## config.mk

```make
export PLATFORM = sky130hd
export DESIGN_NAME = imu_i2c_arbiter
export DESIGN_NICKNAME = d
export VERILOG_FILES = /design/src/rtl/imu_i2c_arbiter.sv
export SDC_FILE = /design/constraint.sdc
export NUM_CORES = 1
export LEC_CHECK = 0
export BUFFER_PORTS_ARGS = -buffer_cell sky130_fd_sc_hd__buf_2
export CORE_AREA = 3 3 97 76
export DETAILED_ROUTE_END_ITERATION = 10
export DIE_AREA = 0 0 100 79
export PLACE_DENSITY_LB_ADDON = 0.1
export SLEW_MARGIN = 10
export SYNTH_ARGS = -nofsm -noshare
export SYNTH_HDL_FRONTEND = slang
export SYNTH_SLANG_ARGS = --single-unit
```

## constraint.sdc

```tcl
create_clock -name clk -period 2.29 [get_ports clk]
set_input_delay 0.458 -clock clk [delete_from_list [all_inputs] [get_ports clk]]
set_output_delay 0.458 -clock clk [all_outputs]
set_load 0.05 [all_outputs]
```

## src/rtl/imu_i2c_arbiter.sv

```systemverilog
// Round-robin arbiter that lets two requesters share one I2C register engine,
// with a WAIT timeout that aborts the engine and drains it before responding.
module imu_i2c_arbiter #(
  parameter logic [19:0] TIMEOUT_CYCLES = 20'd250000
) (
  input  logic        clk,
  input  logic        rst_n,
  input  logic [1:0]  req_valid_i,
  input  logic [1:0]  req_rw_i,
  input  logic [15:0] req_addr_i,
  input  logic [15:0] req_wdata_i,
  output logic [1:0]  req_ready_o,
  output logic [1:0]  rsp_done_o,
  output logic [7:0]  rsp_rdata_o,
  output logic        rsp_err_o,
  output logic        eng_start_o,
  output logic        eng_rw_o,
  output logic [7:0]  eng_addr_o,
  output logic [7:0]  eng_wdata_o,
  output logic        eng_abort_o,
  input  logic        eng_busy_i,
  input  logic        eng_done_i,
  input  logic [7:0]  eng_rdata_i,
  input  logic        eng_nack_i,
  output logic [7:0]  err_count_o
);

  typedef enum logic [2:0] {
    S_IDLE, S_ISSUE, S_WAIT, S_ABORT, S_DRAIN, S_RESP
  } state_e;

  typedef struct packed {
    logic       rw;
    logic [7:0] addr;
    logic [7:0] wdata;
  } cmd_t;

  cmd_t [1:0] req_cmd;

  for (genvar i = 0; i < 2; i++) begin : g_req
    assign req_cmd[i] = {req_rw_i[i], req_addr_i[8*i+7 -: 8], req_wdata_i[8*i+7 -: 8]};
  end

  state_e      state_q, state_d;
  cmd_t        cmd_q, cmd_d;
  logic        gnt_q, gnt_d;
  logic        last_q, last_d;
  logic        win;
  logic [19:0] cnt_q, cnt_d;
  logic [7:0]  cap_data_q, cap_data_d;
  logic        cap_err_q, cap_err_d;
  logic [7:0]  err_cnt_q, err_cnt_d;
  logic [1:0]  ready_q, ready_d;
  logic [1:0]  done_q, done_d;
  logic [7:0]  rdata_q, rdata_d;
  logic        err_q, err_d;
  logic        start_q, start_d;
  logic        abort_q, abort_d;

  // Both requesting: the one that did not win last time goes next.
  always_comb begin
    case (req_valid_i)
      2'b11:   win = ~last_q;
      2'b10:   win = 1'b1;
      default: win = 1'b0;
    endcase
  end

  always_comb begin
    state_d    = state_q;
    cmd_d      = cmd_q;
    gnt_d      = gnt_q;
    last_d     = last_q;
    cnt_d      = cnt_q;
    cap_data_d = cap_data_q;
    cap_err_d  = cap_err_q;
    err_cnt_d  = err_cnt_q;
    ready_d    = 2'b00;
    start_d    = 1'b0;
    abort_d    = 1'b0;
    done_d     = 2'b00;
    rdata_d    = 8'h00;
    err_d      = 1'b0;

    case (state_q)
      S_IDLE: begin
        if (!eng_busy_i && (req_valid_i != 2'b00)) begin
          state_d = S_ISSUE;
          gnt_d   = win;
          last_d  = win;
          cmd_d   = req_cmd[win];
        end
      end
      S_ISSUE: begin
        cnt_d   = 20'd0;
        state_d = S_WAIT;
      end
      S_WAIT: begin
        cnt_d = cnt_q + 20'd1;
        // A completion in the final timeout cycle still counts as a normal finish.
        if (eng_done_i) begin
          cap_data_d = cmd_q.rw ? eng_rdata_i : 8'h00;
          cap_err_d  = eng_nack_i;
          state_d    = S_RESP;
        end else if (cnt_q == TIMEOUT_CYCLES - 20'd1) begin
          state_d = S_ABORT;
        end
      end
      S_ABORT: begin
        cap_data_d = 8'h00;
        cap_err_d  = 1'b1;
        state_d    = S_DRAIN;
      end
      S_DRAIN: begin
        if (!eng_busy_i) state_d = S_RESP;
      end
      S_RESP: begin
        state_d = S_IDLE;
        if (cap_err_q && (err_cnt_q != 8'hFF)) err_cnt_d = err_cnt_q + 8'd1;
      end
      default: state_d = S_IDLE;
    endcase

    // Outputs are decoded from the next state so each pulse lines up with its state.
    if (state_d == S_ISSUE) begin
      ready_d = gnt_d ? 2'b10 : 2'b01;
      start_d = 1'b1;
    end
    if (state_d == S_ABORT) abort_d = 1'b1;
    if (state_d == S_RESP) begin
      done_d  = gnt_d ? 2'b10 : 2'b01;
      rdata_d = cap_data_d;
      err_d   = cap_err_d;
    end
  end

  always_ff @(posedge clk or negedge rst_n) begin
    if (!rst_n) begin
      state_q    <= S_IDLE;
      cmd_q      <= '0;
      gnt_q      <= 1'b0;
      last_q     <= 1'b1;
      cnt_q      <= 20'd0;
      cap_data_q <= 8'h00;
      cap_err_q  <= 1'b0;
      err_cnt_q  <= 8'h00;
      ready_q    <= 2'b00;
      done_q     <= 2'b00;
      rdata_q    <= 8'h00;
      err_q      <= 1'b0;
      start_q    <= 1'b0;
      abort_q    <= 1'b0;
    end else begin
      state_q    <= state_d;
      cmd_q      <= cmd_d;
      gnt_q      <= gnt_d;
      last_q     <= last_d;
      cnt_q      <= cnt_d;
      cap_data_q <= cap_data_d;
      cap_err_q  <= cap_err_d;
      err_cnt_q  <= err_cnt_d;
      ready_q    <= ready_d;
      done_q     <= done_d;
      rdata_q    <= rdata_d;
      err_q      <= err_d;
      start_q    <= start_d;
      abort_q    <= abort_d;
    end
  end

  assign req_ready_o = ready_q;
  assign rsp_done_o  = done_q;
  assign rsp_rdata_o = rdata_q;
  assign rsp_err_o   = err_q;
  assign eng_start_o = start_q;
  assign eng_abort_o = abort_q;
  assign eng_rw_o    = cmd_q.rw;
  assign eng_addr_o  = cmd_q.addr;
  assign eng_wdata_o = cmd_q.wdata;
  assign err_count_o = err_cnt_q;

endmodule

```

==> flow_summary.json <==
{
  "grt_max_degree": 45,
  "cts-root-buf": "clkbuf_8",
  "grt_remaining_overflow": 0,
  "grt_first_pass_wirelength_mm": 12.1,
  "ys_seq_elements": 74,
  "ant_nets": 0,
  "post_drt_via_cell_ratio": 5.37,
  "crit_path_end_kind": "flip-flop",
  "slew_headroom": 0.553,
  "clk_latency_ns": 0.35,
  "yosysWarnings": 0,
  "die_w_um": 100,
  "synth_nets": 356,
  "place_hpwl_mm": 5.11,
  "hold_class": "in2async",
  "pwr-share-clk": 0.235,
  "cts_tree": "done",
  "drc_errors": 0,
  "yosysTopAreaCellShare": 0.551,
  "total_power_mw": 4.84,
  "power_density_nw_per_um2": 1190,
  "yosys.area.top_type": "dfrtp_1",
  "final_net_count": 444,
  "place_congestion": 0.757,
  "layout-drive-gt1-share": 0.294,
  "fin_tns_setup_ns": 0,
  "rows": 25,
  "dp.cells": 463,
  "rsz0062_at_grt": "no",
  "internal_power_mw": 2.86,
  "initial_core_util": 0.523,
  "core-area_um2": 6350,
  "comb_power_share": 0.383,
  "ctsResizeCount": 0,
  "p_switching_mw": 1.97,
  "fmax_mhz": 524,
  "grt_pass1_vias": 2575,
  "yosys-top-cells-area": "dfrtp_1, mux2i_1, nor2_1, a21oi_1, nand2_1",
  "worstMarginPinSlew_ns": 0.666,
  "synth_cell_types": 48,
  "r2r-start": "state_q[0]",
  "synth_most_common_cell": "dfrtp_1",
  "synth_edf_count": 0,
  "period_minus_slack_ns": 1.91,
  "drt-wirelength-per-cell_um": 14.8,
  "netlist_top_cells_count": "dfrtp_1, nor2_1, mux2i_1",
  "crit_start": "state_q[0]",
  "outcome": "complete, no violations",
  "route.vias.total": 2572,
  "finalHoldViolations": 0,
  "finClkSkew_ns": 0.0102,
  "syn_area_um2": 3320,
  "drt_iter0_markers": 172,
  "swShare": 0.408,
  "synth-async-reset-ratio": 1.00,
  "fin_area_um2": 4080,
  "n_fill_cell": 526,
  "power_frac_seq": 0.382,
  "synthToLayoutAreaGrowth_pct": 22.8,
  "irDropWorstVdd_mv": 0.924,
  "die_h_um": 79,
  "io_buffers": 88,
  "top_layer_used": "met4",
  "synth-seq-area-share": 0.558,
  "crit_path_start_kind": "flip-flop",
  "final-setup-viol-count": 0,
  "antenna_found_initial": 0,
  "dieArea_um2": 7900,
  "fin_crit_sh": 0.833,
  "numCtsBuffers": 9,
  "met1Wirelength_mm": 3.24,
  "leakage_nw": 2.09,
  "placed_area_um2": 3850,
  "stdcell_count": 479,
  "drt_pass1_iterations": 4,
  "hold_buffers": 0,
  "syn_area_per_cell_um2": 10.9,
  "cp.arrival_ns": 2.14,
  "cp.required_ns": 2.52,
  "whs_ns": 0.0423,
  "wl_met3_um": 564,
  "h-tree-depth": 3,
  "clkSinkCount": 74,
  "clk_path_buf_depth": 2,
  "maxCapViolations": 0,
  "antenna_cells": 0,
  "critPathKind": "reg2reg",
  "syn_inst": 305,
  "critPathMaxFanout": 14,
  "clk_pin_slew_ns": 0.07,
  "met2_length_mm": 3.20,
  "synth_top_flop_cell": "dfrtp_1",
  "grt_usage": 0.194,
  "drt_wl_total_mm": 7.08,
  "boundaryPins": 89,
  "maxSlewViolCount": 0,
  "cts_setup_buffers": 0
}
## metal layers
layer  vias to the layer above  GRT usage
li1                       1259          -
met1                      1225      0.261
met3                        10     0.0702
met4                         0     0.0565
met2                        78      0.296
met5                         -          0
## sequential cells by signal, indices dropped and copies added, names as in the netlist
| signal | count |
|---|---|
| last_q | 1 |
| eng_abort_o | 1 |
| req_ready_o | 2 |
| rsp_rdata_o | 8 |
| eng_wdata_o | 8 |
| cnt_q | 20 |
| state_q | 3 |
| cap_err_q | 1 |
| rsp_err_o | 1 |
| rsp_done_o | 2 |
| err_count_o | 8 |
| gnt_q | 1 |
| eng_rw_o | 1 |
| eng_addr_o | 8 |
| eng_start_o | 1 |
| cap_data_q | 8 |
## cell type report
| type | instances | area (µm²) | area share |
|---|---|---|---|
| timing repair buffer | 95 | 508 | 0.125 |
| inverter | 1 | 3.75 | 0.000921 |
| multi-input combinational | 212 | 1380 | 0.339 |
| sequential | 74 | 1850 | 0.455 |
| clock inverter | 4 | 73.8 | 0.0181 |
| clock buffer | 12 | 155 | 0.0381 |
| tap | 81 | 101 | 0.0249 |
## path summary, 6_finish.rpt
check	slack [ns]	cells after the start	end
max reg2reg	0.38	4	cnt_q[13]
min in group clk	0.35	2	cap_data_q[3]
max	0.38	4	cnt_q[13]
max in group asynchronous	1.62	2	last_q
min reg2reg	0.47	1	cnt_q[17]
min	0.04	1	cnt_q[16]
## cells by family after synthesis
family	after synthesis	share of synthesized area
AND/OR/NAND/NOR	116	0.188
buffers and inverters	19	0.0287
adder cells (fa/ha/maj)	2	0.00754
multiplexers	31	0.0946
flip-flops	74	0.558
XOR/XNOR	7	0.0185
AO/OA/AOI/OAI	56	0.104
## power by group through the flow
stage                     clock network (mW)  logic (mW)  registers [mW]
after global placement                     0        1.83            1.86
after global routing                    1.22        2.01            1.89
after detailed placement                   0        1.86            1.86
after floorplan                            0       0.743            2.52
after CTS                               1.17        1.87            1.85
final                                   1.14        1.85            1.85
## per-stage QoR
step | utilization | worst slack (ns)
after floorplan | - | 0.497
after global placement | 0.606 | 0.411
after detailed placement | 0.606 | 0.378
after CTS | 0.642 | 0.371
after global routing | 0.642 | 0.258
final | 0.642 | 0.382
## critical path, cell delays in order (launching register included)
cell	delay [ns]
dfrtp_1	0.52
or3b_4	0.55
nor4_4	0.41
nand4_1	0.17
mux2i_1	0.14
## layout by cell type, fill, tap and decap left out, types with 2 or more instances in the layout
master,instances
buf_2,87
dfrtp_1,73
nor2_1,30
mux2i_1,28
nand2_1,24
a21oi_1,21
nand3_1,13
o21ai_1,12
clkbuf_8,11
nor2b_1,10
a22o_1,10
buf_4,7
and3_1,6
nand4_1,6
xor2_1,5
and2_1,4
nor3_1,4
nor4_1,3
and4_1,3
o211ai_1,3
nor4b_1,2
or2_1,2
xnor2_1,2
mux2_1,2
o21ai_0,2
ha_1,2
bufinv_16,2
Power figures use the tool's default switching activity.
